===== src/rtl/pa_dtu_halt_ctrl.sv =====
// Debug-halt sequencer: picks one halt source by fixed priority and runs the pending-halt / halt-request handshake with RTU.
// Latency: event -> pending_halt 1 cycle; pending_ack/halt_ack -> next output change 1 cycle; all outputs registered.
// Backpressure: the handshake stalls in PEND/REQ until RTU acks; new events are ignored in REQ/DBG and only upgrade the cause in PEND.
//
// Optional build macro: PA_DTU_HALT_TIMEOUT_EN adds an ack-timeout counter in REQ and the dtu_halt_timeout pulse output.
//
// Ports:
//   forever_cpuclk / cpurst_b           clock, synchronous active-low reset
//   ifu/lsu_trig_hit, *_trig_idx        trigger fires with index (enter-debug action)
//   icount_hit, dm_haltreq, cp0_dtu_step halt sources (icount expiry, level haltreq, dcsr.step)
//   rtu_dtu_retire_vld                  qualifies single-step
//   rtu_dtu_pending_ack/halt_ack        RTU handshake responses
//   rtu_yy_xx_dbgon                     core is in debug mode
//   dtu_rtu_pending_halt/halt_req       handshake outputs to RTU
//   dtu_cause, dtu_hit_idx              dcsr.cause and trigger index of the last halt
//   dtu_busy                            sequencer not idle
//   dtu_halt_timeout                    (macro only) one-cycle pulse when REQ gives up
module pa_dtu_halt_ctrl #(
    parameter int TRIG_NUM    = 4,
    parameter int TRIG_IDX_W  = 2,
    parameter int ACK_TIMEOUT = 255
) (
    input  logic                  forever_cpuclk,
    input  logic                  cpurst_b,
    input  logic                  ifu_trig_hit,
    input  logic [TRIG_IDX_W-1:0] ifu_trig_idx,
    input  logic                  lsu_trig_hit,
    input  logic [TRIG_IDX_W-1:0] lsu_trig_idx,
    input  logic                  icount_hit,
    input  logic                  dm_haltreq,
    input  logic                  cp0_dtu_step,
    input  logic                  rtu_dtu_retire_vld,
    input  logic                  rtu_dtu_pending_ack,
    input  logic                  rtu_dtu_halt_ack,
    input  logic                  rtu_yy_xx_dbgon,
    output logic                  dtu_rtu_pending_halt,
    output logic                  dtu_rtu_halt_req,
    output logic [3:0]            dtu_cause,
    output logic [TRIG_IDX_W-1:0] dtu_hit_idx,
    output logic                  dtu_busy
`ifdef PA_DTU_HALT_TIMEOUT_EN
    ,
    output logic                  dtu_halt_timeout
`endif
);

    // Elaboration-time parameter sanity.
    if (((1 << TRIG_IDX_W) < TRIG_NUM) || (ACK_TIMEOUT < 1)) begin : g_param_chk
        $error("pa_dtu_halt_ctrl: illegal TRIG_IDX_W/TRIG_NUM/ACK_TIMEOUT");
    end

    localparam logic [3:0] CAUSE_TRIG  = 4'd2;
    localparam logic [3:0] CAUSE_HALT  = 4'd3;
    localparam logic [3:0] CAUSE_STEP  = 4'd4;

    typedef enum logic [1:0] {
        ST_IDLE = 2'd0,
        ST_PEND = 2'd1,
        ST_REQ  = 2'd2,
        ST_DBG  = 2'd3
    } state_t;

    // Rank of a cause: higher wins. Unknown/zero cause ranks lowest.
    function automatic logic [1:0] cause_rank(input logic [3:0] c);
        case (c)
            CAUSE_TRIG: cause_rank = 2'd3;
            CAUSE_HALT: cause_rank = 2'd2;
            CAUSE_STEP: cause_rank = 2'd1;
            default:    cause_rank = 2'd0;
        endcase
    endfunction

    state_t                  state_q, state_d;
    logic                    pending_halt_q, pending_halt_d;
    logic                    halt_req_q, halt_req_d;
    logic [3:0]              cause_q, cause_d;
    logic [TRIG_IDX_W-1:0]   hit_idx_q, hit_idx_d;
    logic                    busy_q, busy_d;
    // Set once dbgon has been seen high while in DBG; exit needs a real fall.
    logic                    dbg_seen_q, dbg_seen_d;

`ifdef PA_DTU_HALT_TIMEOUT_EN
    localparam int CNT_W = ($clog2(ACK_TIMEOUT + 1) > 8) ? $clog2(ACK_TIMEOUT + 1) : 8;
    localparam logic [CNT_W-1:0] CNT_LAST = CNT_W'(ACK_TIMEOUT - 1);
    logic [CNT_W-1:0]        ack_cnt_q, ack_cnt_d;
    logic                    halt_timeout_q, halt_timeout_d;
`endif

    // Event qualification: nothing counts while the core is already in debug.
    logic                  evt_en;
    logic                  trig_evt;
    logic                  halt_evt;
    logic                  step_evt;
    logic                  evt_vld;
    logic [3:0]            evt_cause;
    logic [TRIG_IDX_W-1:0] evt_idx;

    assign evt_en   = ~rtu_yy_xx_dbgon;
    assign trig_evt = evt_en & (ifu_trig_hit | lsu_trig_hit | icount_hit);
    assign halt_evt = evt_en & dm_haltreq;
    assign step_evt = evt_en & cp0_dtu_step & rtu_dtu_retire_vld;
    assign evt_vld  = trig_evt | halt_evt | step_evt;

    // Fixed-priority source select: trigger > haltreq > step; LSU > IFU > icount.
    always_comb begin
        evt_cause = 4'd0;
        evt_idx   = '0;
        if (trig_evt) begin
            evt_cause = CAUSE_TRIG;
            if (lsu_trig_hit) begin
                evt_idx = lsu_trig_idx;
            end else if (ifu_trig_hit) begin
                evt_idx = ifu_trig_idx;
            end else begin
                evt_idx = '0;
            end
        end else if (halt_evt) begin
            evt_cause = CAUSE_HALT;
        end else if (step_evt) begin
            evt_cause = CAUSE_STEP;
        end
    end

    always_comb begin
        state_d    = state_q;
        cause_d    = cause_q;
        hit_idx_d  = hit_idx_q;
        dbg_seen_d = dbg_seen_q;
`ifdef PA_DTU_HALT_TIMEOUT_EN
        ack_cnt_d      = ack_cnt_q;
        halt_timeout_d = 1'b0;
`endif
        case (state_q)
            ST_IDLE: begin
                if (evt_vld) begin
                    state_d = ST_PEND;
                    cause_d = evt_cause;
                    if (trig_evt) begin
                        hit_idx_d = evt_idx;
                    end
                end
            end
            ST_PEND: begin
                // A same-cycle upgrade is still taken even when the ack lands.
                if (evt_vld && (cause_rank(evt_cause) > cause_rank(cause_q))) begin
                    cause_d = evt_cause;
                    if (trig_evt) begin
                        hit_idx_d = evt_idx;
                    end
                end
                if (rtu_dtu_pending_ack) begin
                    state_d = ST_REQ;
`ifdef PA_DTU_HALT_TIMEOUT_EN
                    ack_cnt_d = '0;
`endif
                end
            end
            ST_REQ: begin
                if (rtu_dtu_halt_ack) begin
                    state_d    = ST_DBG;
                    dbg_seen_d = 1'b0;
                end
`ifdef PA_DTU_HALT_TIMEOUT_EN
                else if (ack_cnt_q == CNT_LAST) begin
                    state_d        = ST_IDLE;
                    cause_d        = 4'd0;
                    halt_timeout_d = 1'b1;
                end else begin
                    ack_cnt_d = ack_cnt_q + 1'b1;
                end
`endif
            end
            ST_DBG: begin
                // Events arriving in the exit cycle are dropped; a level
                // haltreq is picked up again from IDLE next cycle.
                if (rtu_yy_xx_dbgon) begin
                    dbg_seen_d = 1'b1;
                end else if (dbg_seen_q) begin
                    state_d    = ST_IDLE;
                    dbg_seen_d = 1'b0;
                end
            end
            default: begin
                state_d = ST_IDLE;
            end
        endcase

        // Handshake outputs are pure functions of the next state so they
        // switch on the same edge as the FSM.
        pending_halt_d = (state_d == ST_PEND);
        halt_req_d     = (state_d == ST_REQ);
        busy_d         = (state_d != ST_IDLE);
    end

    always_ff @(posedge forever_cpuclk) begin
        if (!cpurst_b) begin
            state_q        <= ST_IDLE;
            pending_halt_q <= 1'b0;
            halt_req_q     <= 1'b0;
            cause_q        <= 4'd0;
            hit_idx_q      <= '0;
            busy_q         <= 1'b0;
            dbg_seen_q     <= 1'b0;
        end else begin
            state_q        <= state_d;
            pending_halt_q <= pending_halt_d;
            halt_req_q     <= halt_req_d;
            cause_q        <= cause_d;
            hit_idx_q      <= hit_idx_d;
            busy_q         <= busy_d;
            dbg_seen_q     <= dbg_seen_d;
        end
    end

`ifdef PA_DTU_HALT_TIMEOUT_EN
    always_ff @(posedge forever_cpuclk) begin
        if (!cpurst_b) begin
            ack_cnt_q      <= '0;
            halt_timeout_q <= 1'b0;
        end else begin
            ack_cnt_q      <= ack_cnt_d;
            halt_timeout_q <= halt_timeout_d;
        end
    end

    assign dtu_halt_timeout = halt_timeout_q;
`endif

    assign dtu_rtu_pending_halt = pending_halt_q;
    assign dtu_rtu_halt_req     = halt_req_q;
    assign dtu_cause            = cause_q;
    assign dtu_hit_idx          = hit_idx_q;
    assign dtu_busy             = busy_q;

endmodule


===== config.mk =====
export PLATFORM = sky130hd
export DESIGN_NAME = pa_dtu_halt_ctrl
export DESIGN_NICKNAME = d
export VERILOG_FILES = /design/src/rtl/pa_dtu_halt_ctrl.sv
export SDC_FILE = /design/constraint.sdc
export NUM_CORES = 1
export LEC_CHECK = 0
export BUFFER_PORTS_ARGS = -buffer_cell sky130_fd_sc_hd__buf_2
export CAP_MARGIN = 20
export CORE_MARGIN = 1.5
export CORE_UTILIZATION = 45
export CTS_BUF_LIST = sky130_fd_sc_hd__clkbuf_16
export DETAILED_ROUTE_END_ITERATION = 7
export PLACE_DENSITY = 0.75
export SLEW_MARGIN = 20
export SYNTH_ARGS = -nofsm -noshare
export SYNTH_HDL_FRONTEND = slang
export SYNTH_SLANG_ARGS = --single-unit
export TNS_END_PERCENT = 30

===== constraint.sdc =====
create_clock -name forever_cpuclk -period 2.85 [get_ports forever_cpuclk]
set_input_delay 0.7125 -clock forever_cpuclk [delete_from_list [all_inputs] [get_ports forever_cpuclk]]
set_output_delay 0.7125 -clock forever_cpuclk [all_outputs]
set_load 0.005 [all_outputs]

==> metrics.md, run 1 <==
| Metric | Value |
|---|---|
| Outcome | `completed` |
| LEAKAGE | `0.399 nW` |
| WL per Instance | `11.4 µm` |
| CTS tree | `done` |
| Setup crit end kind | `register` |
| Top FF cell, synth | `dfxtp_1` |
| Clk buf depth | `2` |
| I/O pins | `24` |
| Nets | `110` |
| Clock transition at path regs | `40 ps` |
| Antenna-violating nets left | `0` |
| Most frequent cells in the layout | `buf_2 (22), dfxtp_1 (11), nor2_1 (8), nand2_1 (8)` |
| CP Launch Type | `primary input` |
| Final period demand of the worst path | `2320 ps` |
| Initial Util | `0.477` |
| Initial DRC Count | `6` |
| Pwr Density | `662 nW/µm²` |
| Global-route wire length before repair | `1940 µm` |
| Post-synth EDFFs | `0` |
| Slew Limit Fails | `0` |
| Pin count of the biggest net entering global routing | `10` |
| Fillers | `117` |
| Finished Layout Cells | `107` |
| Skew final | `2.91 ps` |
| Num CTS Buffers | `3` |
| Synth cell types | `33` |
| Post-CTS Setup Bufs | `0` |
| Pre-CTS setup slack | `269 ps` |
| Routed Wire Length | `1220 µm` |
| Die area | `1590 µm²` |
| Pwr Total | `531 µW` |
| CTS root buffer | `clkbuf_16` |
| CP max FO | `7` |
| Async SR Flop Fraction | `0` |
| Pre-antenna DRT Iters | `4` |
| Total grt overflow | `0` |
| Syn nets | `85` |
| Max Freq | `431 MHz` |
| # diodes | `0` |
| Via count of the routed design | `571` |
| H-tree depth | `1` |
| Most common cell after layout, fill and taps aside | `buf_2` |
| Worst-Skew Late Latency | `230 ps` |
| Syn avg cell area | `9.02 µm²` |
| Share of layout cells above drive strength 1 | `0.348` |
| Synth Register Bits | `11` |
| Period utilization | `0.814` |
| Mapped cell area | `613 µm²` |
| Initial antenna violation count | `0` |
| Drc violations | `0` |
| Chip height | `39.9 µm` |
| Crit path DAT | `2460 ps` |
| Yosys warnings | `0` |
| Worst VDD drop | `0.292 mV` |
| Dpl hpwl | `1000 µm` |
| Worst min-delay path class | `register to register` |
| RSZ-0062 raised after global routing | `false` |
| Layout area overhead | `30.8%` |
| Worst endpoint required time | `2990 ps` |
| Total Routing Usage GR | `0.197` |
| Global placer's final weighted congestion | `0.809` |
| Hold Buf Count CTS | `0` |
| Final hold vios | `0` |
| PnR worst setup slack | `530 ps` |
| Syn Inst Count | `68` |
| Placed insts | `103` |
| DR vias/cell | `5.34` |
| Die Span X | `39.9 µm` |
| Rows | `13` |
| Total of max-cap violations | `0` |
| Post-CTS Resized | `0` |
| PortBufs | `22` |
| Final setup viols | `0` |
| Sink Count | `11` |
| Fin Setup TNS | `0 ps` |
| Vias in the first global route | `484` |
| Sequential area share after synthesis | `0.359` |
| Crit path kind | `primary input to register` |
| Core ar. | `1280 µm²` |
[layer usage]
metal,up-vias,share of wire,global-route usage
met5,-,0,0
met3,4,0.074,0.0511
met4,0,0.029,0.172
met1,248,0.43,0.214
li1,292,-,-
met2,27,0.46,0.310
[path summary, 6_finish.rpt]
check,from,to,slack [ps],cells past startpoint
worst max register to register,dtu_cause[2],dtu_hit_idx[1],1080,7
worst min register to register,dtu_cause[0],dtu_cause[0],480,2
worst min-delay path,dtu_cause[0],dtu_cause[0],480,2
worst max-delay path,dm_haltreq,dtu_hit_idx[1],530,8
[power breakdown]
group,leakage [nW],internal (mW),switching [mW]
Clock,0.0423,0.184,0.0642
Sequential,0.0905,0.170,0.0125
Combinational,0.267,0.0497,0.0511
Total,0.399,0.403,0.128
[state kept, by name, indices dropped and copies added (netlist names)]
name / flops
dtu_hit_idx: 2
state_q: 2
dtu_rtu_halt_req: 1
dtu_busy: 1
dbg_seen_q: 1
dtu_rtu_pending_halt: 1
dtu_cause: 3
[Yosys cell counts (2+ instances only)]
| library cell | n | area share |
|---|---|---|
| o211a_1 | 2 | 0.033 |
| dfxtp_1 | 11 | 0.36 |
| a21oi_1 | 5 | 0.041 |
| nor2_1 | 8 | 0.049 |
| nand2b_1 | 2 | 0.020 |
| a311oi_1 | 2 | 0.029 |
| nand2_1 | 8 | 0.049 |
| inv_1 | 4 | 0.024 |
| ha_1 | 2 | 0.041 |
[stage by stage]
step,area [µm²],hold slack [ps],util
2_1_floorplan,613,467,-
3_3_place_gp,723,471,0.563
3_5_place_dp,723,482,0.563
4_1_cts,802,489,0.624
5_1_grt,802,505,0.624
6_report,802,483,0.624
[cell type report]
cell class | count | area [µm²] | share of cell area
clock inverter | 1 | 3.75 | 0.00468
multi-input combinational | 51 | 359 | 0.448
sequential | 11 | 220 | 0.275
clock buffer | 3 | 75.1 | 0.0936
inverter | 4 | 15.0 | 0.0187
timing repair buffer | 22 | 110 | 0.137
tap | 15 | 18.8 | 0.0234
[worst max-delay path: stages]
cell	delay [ps]
buf_2	120
nor4_2	340
nor2_1	110
ha_1	320
or2b_1	260
a31oi_4	260
a21oi_1	100
a311oi_1	240
[cells by family after synthesis]
group	after synthesis	share of synthesized area
other cells	1	0.00612
flops	11	0.359
buf+inv	6	0.0551
fa+ha+maj	2	0.0408
compound gates	18	0.251
simple gates	29	0.271
mux	1	0.0163
(Power assumes the default switching activity.)
==> run 2: changes to the inputs <==
==> constraint.sdc (replaced) <==
create_clock -name forever_cpuclk -period 2.3 [get_ports forever_cpuclk]
set_input_delay 0.575 -clock forever_cpuclk [delete_from_list [all_inputs] [get_ports forever_cpuclk]]
set_output_delay 0.575 -clock forever_cpuclk [all_outputs]
set_load 0.005 [all_outputs]
==> metrics.md, run 2 (synthesis gave the netlist of run 1 again) <==
| Metric | Value |
|---|---|
| Outcome | `completed` |
| Total grt overflow | `0 (unchanged)` |
| Pwr Density | `801 nW/µm² (+21%)` |
| Internal Pwr Total | `509 µW (+26%)` |
| LEAKAGE | `0.429 nW (+7.4%)` |
| Initial antenna violation count | `0 (unchanged)` |
| Initial DRC Count | `5 (-1)` |
| I/O pins | `24 (unchanged)` |
| H-tree depth | `1 (unchanged)` |
| Max FFs per register | `3 (unchanged)` |
| Dpl hpwl | `1140 µm (+14%)` |
| Die Span X | `39.9 µm (unchanged)` |
| Slew Limit Fails | `0 (unchanged)` |
| Sink Count | `11 (unchanged)` |
| Worst-Skew Late Latency | `240 ps (about the same)` |
| Multi-input gate area | `359 µm² (unchanged)` |
| RSZ-0062 raised after global routing | `false` |
| Fillers | `95 (-19%)` |
| Final hold vios | `0 (unchanged)` |
| Worst min-delay path class | `register to register` |
| CP startpoint | `dm_haltreq` |
| Metal2 WL | `669 µm (+19%)` |
| Via count of the routed design | `604 (+5.8%)` |
| Rows | `13 (unchanged)` |
| Final setup viols | `0 (unchanged)` |
| FF-to-FF path depth | `7 (unchanged)` |
| Pwr Total | `679 µW (+28%)` |
| Period utilization | `0.957` |
| Clock power frac | `0.457 (-0.010)` |
| Cell family with most CP delay | `simple AND/OR/NAND/NOR gates` |
| Routed Wire Length | `1430 µm (+18%)` |
| Chip height | `39.9 µm (unchanged)` |
| Skew final | `1.44 ps (-1.47 ps)` |
| CP max FO | `6 (-1)` |
| Die area | `1590 µm² (unchanged)` |
| Setup crit end kind | `register` |
| Clk buf depth | `2 (unchanged)` |
| Crit path kind | `primary input to register` |
| CP cell instances | `buf_2 -> nor4_2 -> nor2_1 -> ha_1 -> or2b_1 -> a31oi_4 -> a21oi_1 -> a311oi_1` |
| Net switching power | `170 µW (+33%)` |
| Core ar. | `1280 µm² (unchanged)` |
| Vias in the first global route | `489 (+1.0%)` |
| CP peak stage delay | `300 ps (-40 ps)` |
| Clock transition at path regs | `40 ps (about the same)` |
| Layout area overhead | `38.2%` |
| Sw Share | `0.251 (+0.00990)` |
| Gate power share | `0.208 (+0.018)` |
| Pre-antenna DRT Iters | `4 (unchanged)` |
| Num CTS Buffers | `3 (unchanged)` |
| DR WL met3 | `94 µm (+4.4%)` |
| CTS root buffer | `clkbuf_16` |
| Drc violations | `0 (unchanged)` |
| Reg2reg end | `dtu_hit_idx[0]` |
| Hold Buf Count CTS | `0 (unchanged)` |
| Total of max-cap violations | `0 (unchanged)` |
| R2R setup slack | `430 ps (-650 ps)` |
| Sequential share of power | `0.334 (-0.009)` |
| Antenna-violating nets left | `0 (unchanged)` |
| Final instance area | `847 µm² (+5.6%)` |
| Nets | `116 (+5.5%)` |
| Hold Crit Depth | `2 (unchanged)` |
| Met1 WL | `633 µm (+21%)` |
| CP Buf/Inv Count | `1 (unchanged)` |
| CP max-delay cell | `nor4_2` |
| DP Area | `768 µm² (+6.2%)` |
| Reg area | `220 µm² (unchanged)` |
| Post-CTS Resized | `0 (unchanged)` |
| Minimum hold slack | `481 ps (-1.98 ps)` |
| Max Freq | `454 MHz` |
| Most common cell after layout, fill and taps aside | `buf_2` |
| Worst path depth | `8 (unchanged)` |
| # diodes | `0 (unchanged)` |
| Initial Util | `0.477 (unchanged)` |
| Global-route wire length before repair | `2010 µm (+3.6%)` |
| WL per Instance | `12.7 µm (+12%)` |
| Worst r2r src | `dtu_cause[2]` |
| CP Launch Type | `primary input` |
| Global placer's final weighted congestion | `0.792 (-2.1%)` |
| Finished Layout Cells | `113 (+5.6%)` |
| Highest metal used | `met4` |
| Placed insts | `109 (+5.8%)` |
| Final period demand of the worst path | `2200 ps` |
| Worst endpoint required time | `2430 ps (-560 ps)` |
| Crit path DAT | `2340 ps (-120 ps)` |
| PortBufs | `22 (unchanged)` |
| Post-CTS Setup Bufs | `0 (unchanged)` |
| CTS tree | `done` |
| Most frequent cells in the layout | `buf_2 (22), dfxtp_1 (11), nor2_1 (8), nand2_1 (8), buf_4 (6)` |
| Worst VDD drop | `0.604 mV (+110%)` |
| Total Routing Usage GR | `0.203 (+0.00606)` |
| Share of layout cells above drive strength 1 | `0.388 (+0.0399)` |
| Pin count of the biggest net entering global routing | `10 (unchanged)` |
| Crit path capture | `dtu_hit_idx[0]` |
| DR vias/cell | `5.35 (+0.16%)` |
==> run 2: cell count changes in the layout (fill, tap and decap cells not counted), sizes merged <==
cell,previous run,this run
buf,22,28
==> run 2: area by class of cell <==
| cell class | instances | area share |
|---|---|---|
| clock buffers | 3 | 0.0886 |
| clock inverters | 1 | 0.00443 |
| inverters | 4 | 0.0177 |
| multi-input cells | 51 | 0.424 |
| flip-flops and latches | 11 | 0.260 |
| well taps | 15 | 0.0222 |
| repair buffers | 28 | 0.183 |
==> run 2: worst min-delay path by stage <==
stage | from | end
after CTS | dtu_cause[0] | dtu_cause[0]
after global placement | dtu_cause[0] | dtu_cause[0]
after detailed placement | dtu_cause[0] | dtu_cause[0]
after floorplan | dtu_cause[0] | dtu_cause[0]
after global routing | dtu_cause[0] | dtu_cause[0]
final | dtu_cause[0] | dtu_cause[0]
==> run 2: layer usage <==
| layer | track usage | vias up |
|---|---|---|
| li1 | - | 303 |
| met1 | 0.229 | 270 |
| met2 | 0.323 | 27 |
| met3 | 0.102 | 4 |
| met4 | 0.0776 | 0 |
| met5 | 0 | - |
==> run 2: worst register-to-register path, cell delays in order (launching register included) <==
cell      delay, ps
dfxtp_1         320
nand2b_1        170
a21oi_1         160
ha_1            260
a31o_1          240
a31oi_4         210
a21oi_1         130
a311oi_1        280
==> run 2: power by group through the flow <==
stage               Clock (mW)  Combinational [mW]  Sequential [mW]
floorplan                    0              0.0883            0.224
finish                   0.310               0.141            0.227
detailed placement           0               0.141            0.229
global placement             0               0.133            0.228
CTS                      0.312               0.141            0.226
global route             0.325               0.155            0.229
==> run 2: per-stage QoR <==
step                       util  TNS, ps  setup WS (ps)
after global routing      0.659        0           12.5
after detailed placement  0.598     -244           -147
after floorplan               -        0            150
after CTS                 0.659        0            119
after global placement    0.598    -12.3          -12.3
final                     0.659        0           98.3
==> run 3: changes to the inputs <==
--- a/config.mk
+++ b/config.mk
@@ -11,7 +11,7 @@
 export CORE_UTILIZATION = 45
 export CTS_BUF_LIST = sky130_fd_sc_hd__clkbuf_16
 export DETAILED_ROUTE_END_ITERATION = 7
-export PLACE_DENSITY = 0.75
+export PLACE_DENSITY = 0.85
 export SLEW_MARGIN = 20
 export SYNTH_ARGS = -nofsm -noshare
 export SYNTH_HDL_FRONTEND = slang
==> metrics.md, run 3 (synthesis gave the netlist of run 1 again) <==
| Metric | Value |
|---|---|
| Hold Buf Count CTS | `0 (unchanged)` |
| Setup crit end kind | `register` |
| FF-to-FF path depth | `7 (unchanged)` |
| Pre-antenna DRT Iters | `4 (unchanged)` |
| Outcome | `completed` |
| Sink Count | `11 (unchanged)` |
| Pwr Density | `781 nW/µm² (-2.5%)` |
| PortBufs | `22 (unchanged)` |
| Crit path DAT | `2310 ps (-30 ps)` |
| Worst endpoint required time | `2430 ps (about the same)` |
| Global-route wire length before repair | `2220 µm (+11%)` |
| Period utilization | `0.948 (-0.00899)` |
| # diodes | `0 (unchanged)` |
| Core ar. | `1280 µm² (unchanged)` |
| Slew Limit Fails | `0 (unchanged)` |
| H-tree depth | `1 (unchanged)` |
| Most frequent cells in the layout | `buf_2 (22), dfxtp_1 (11), nor2_1 (8), nand2_1 (8), buf_4 (6)` |
| Nets | `116 (unchanged)` |
| Max FFs per register | `3 (unchanged)` |
| CP max FO | `6 (unchanged)` |
| CTS tree | `done` |
| Most common cell after layout, fill and taps aside | `buf_2` |
| Total Routing Usage GR | `0.215 (+0.0121)` |
| I/O pins | `24 (unchanged)` |
| Vias in the first global route | `576 (+18%)` |
| Drc violations | `0 (unchanged)` |
| Final Util | `0.678 (+0.0185)` |
| Total of max-cap violations | `0 (unchanged)` |
| Fin Setup TNS | `0 ps (unchanged)` |
| WL per Instance | `12.8 µm (+1.4%)` |
| Global placer's final weighted congestion | `0.807 (+1.9%)` |
| Worst-Skew Late Latency | `230 ps (about the same)` |
| Final hold vios | `0 (unchanged)` |
| RSZ-0062 raised after global routing | `false` |
| Placed insts | `109 (unchanged)` |
| DP Area | `768 µm² (unchanged)` |
| Max Freq | `458 MHz (+0.95%)` |
| CP Launch Type | `primary input` |
| Total grt overflow | `0 (unchanged)` |
| R2R setup slack | `470 ps (+40 ps)` |
| Routed Wire Length | `1450 µm (+1.4%)` |
| Hold Crit Depth | `2 (unchanged)` |
| Skew final | `1.19 ps (-0.256 ps)` |
| CTS root buffer | `clkbuf_16` |
| Dpl hpwl | `1150 µm (+1.0%)` |
| Antenna-violating nets left | `0 (unchanged)` |
| Num CTS Buffers | `3 (unchanged)` |
| Final period demand of the worst path | `2180 ps (-20.7 ps)` |
| Worst VDD drop | `0.535 mV (-11%)` |
| Rows | `13 (unchanged)` |
| Clock transition at path regs | `40 ps (about the same)` |
| Worst r2r src | `dtu_cause[1]` |
| Crit path kind | `primary input to register` |
| Finished Layout Cells | `113 (unchanged)` |
| Clk buf depth | `2 (unchanged)` |
| Die Span X | `39.9 µm (unchanged)` |
| Initial antenna violation count | `0 (unchanged)` |
| Final setup viols | `0 (unchanged)` |
| Share of layout cells above drive strength 1 | `0.398 (+0.0102)` |
| Initial DRC Count | `15 (+10)` |
| Via count of the routed design | `615 (+1.8%)` |
| Die area | `1590 µm² (unchanged)` |
| Worst min-delay path class | `register to register` |
| LEAKAGE | `0.440 nW (+2.5%)` |
| Initial Util | `0.477 (unchanged)` |
| Reg2reg end | `dtu_hit_idx[0]` |
| CP startpoint | `dm_haltreq` |
| Crit path capture | `dtu_hit_idx[0]` |
| Layout area overhead | `42.0%` |
| Chip height | `39.9 µm (unchanged)` |
| DR vias/cell | `5.44 (+1.8%)` |
| Final instance area | `871 µm² (+2.8%)` |
| Pin count of the biggest net entering global routing | `10 (unchanged)` |
-- run 3: cell counts in the layout (fill, tap and decap cells not counted) --
Identical to the previous run, type by type.
-- run 3: how the worst min path moves through the flow --
stage,start,to
after floorplan,dtu_cause[0],dtu_cause[0]
after global placement,dtu_cause[0],dtu_cause[0]
after detailed placement,dtu_cause[0],dtu_cause[0]
after CTS,dtu_cause[0],dtu_cause[0]
after global routing,dtu_cause[0],dtu_cause[0]
final,dtu_cause[0],dtu_cause[0]
-- run 3: routing by layer --
metal  track usage  part of all wire  up-vias
li1              -                 -      308
met1         0.213              0.42      274
met2         0.371              0.50       31
met3        0.0852             0.070        2
met4         0.129            0.0069        0
met5             0                 0        -
-- run 3: power breakdown --
group          internal [mW]  switching, mW
sequential             0.210         0.0152
clock                  0.227         0.0765
combinational         0.0746         0.0765
total                  0.512          0.168
-- run 3: layout make-up --
| class | instances | area [µm²] |
|---|---|---|
| Fill cell | 108 | 414 |
| Multi-Input combinational cell | 51 | 383 |
| Sequential cell | 11 | 220 |
| Timing Repair Buffer | 28 | 155 |
| Clock buffer | 3 | 75.1 |
| Tap cell | 15 | 18.8 |
| Inverter | 4 | 15.0 |
| Clock inverter | 1 | 3.75 |
-- run 3: what timing repair did --
action / in CTS / in global routing
setup buffers: 0 / 0
setup endpoints to repair: 0 / 2
resized for setup: 0 / 3
-- run 3: worst max-delay path, stage by stage --
cell and delay, ps:
buf_2 140, nor4_4 280, nor2_1 100, ha_1 310, or2b_1 270, a31oi_4 250
a21oi_1 120, a311oi_2 270
-- run 3: through the flow --
step                      total power [mW]  setup slack (ps)  hold WS [ps]
after floorplan                      0.313               150           467
after global placement               0.361             -58.0           470
after detailed placement             0.370              -145           474
after CTS                            0.678              74.8           482
after global routing                 0.715              11.7           515
final                                0.680               119           477
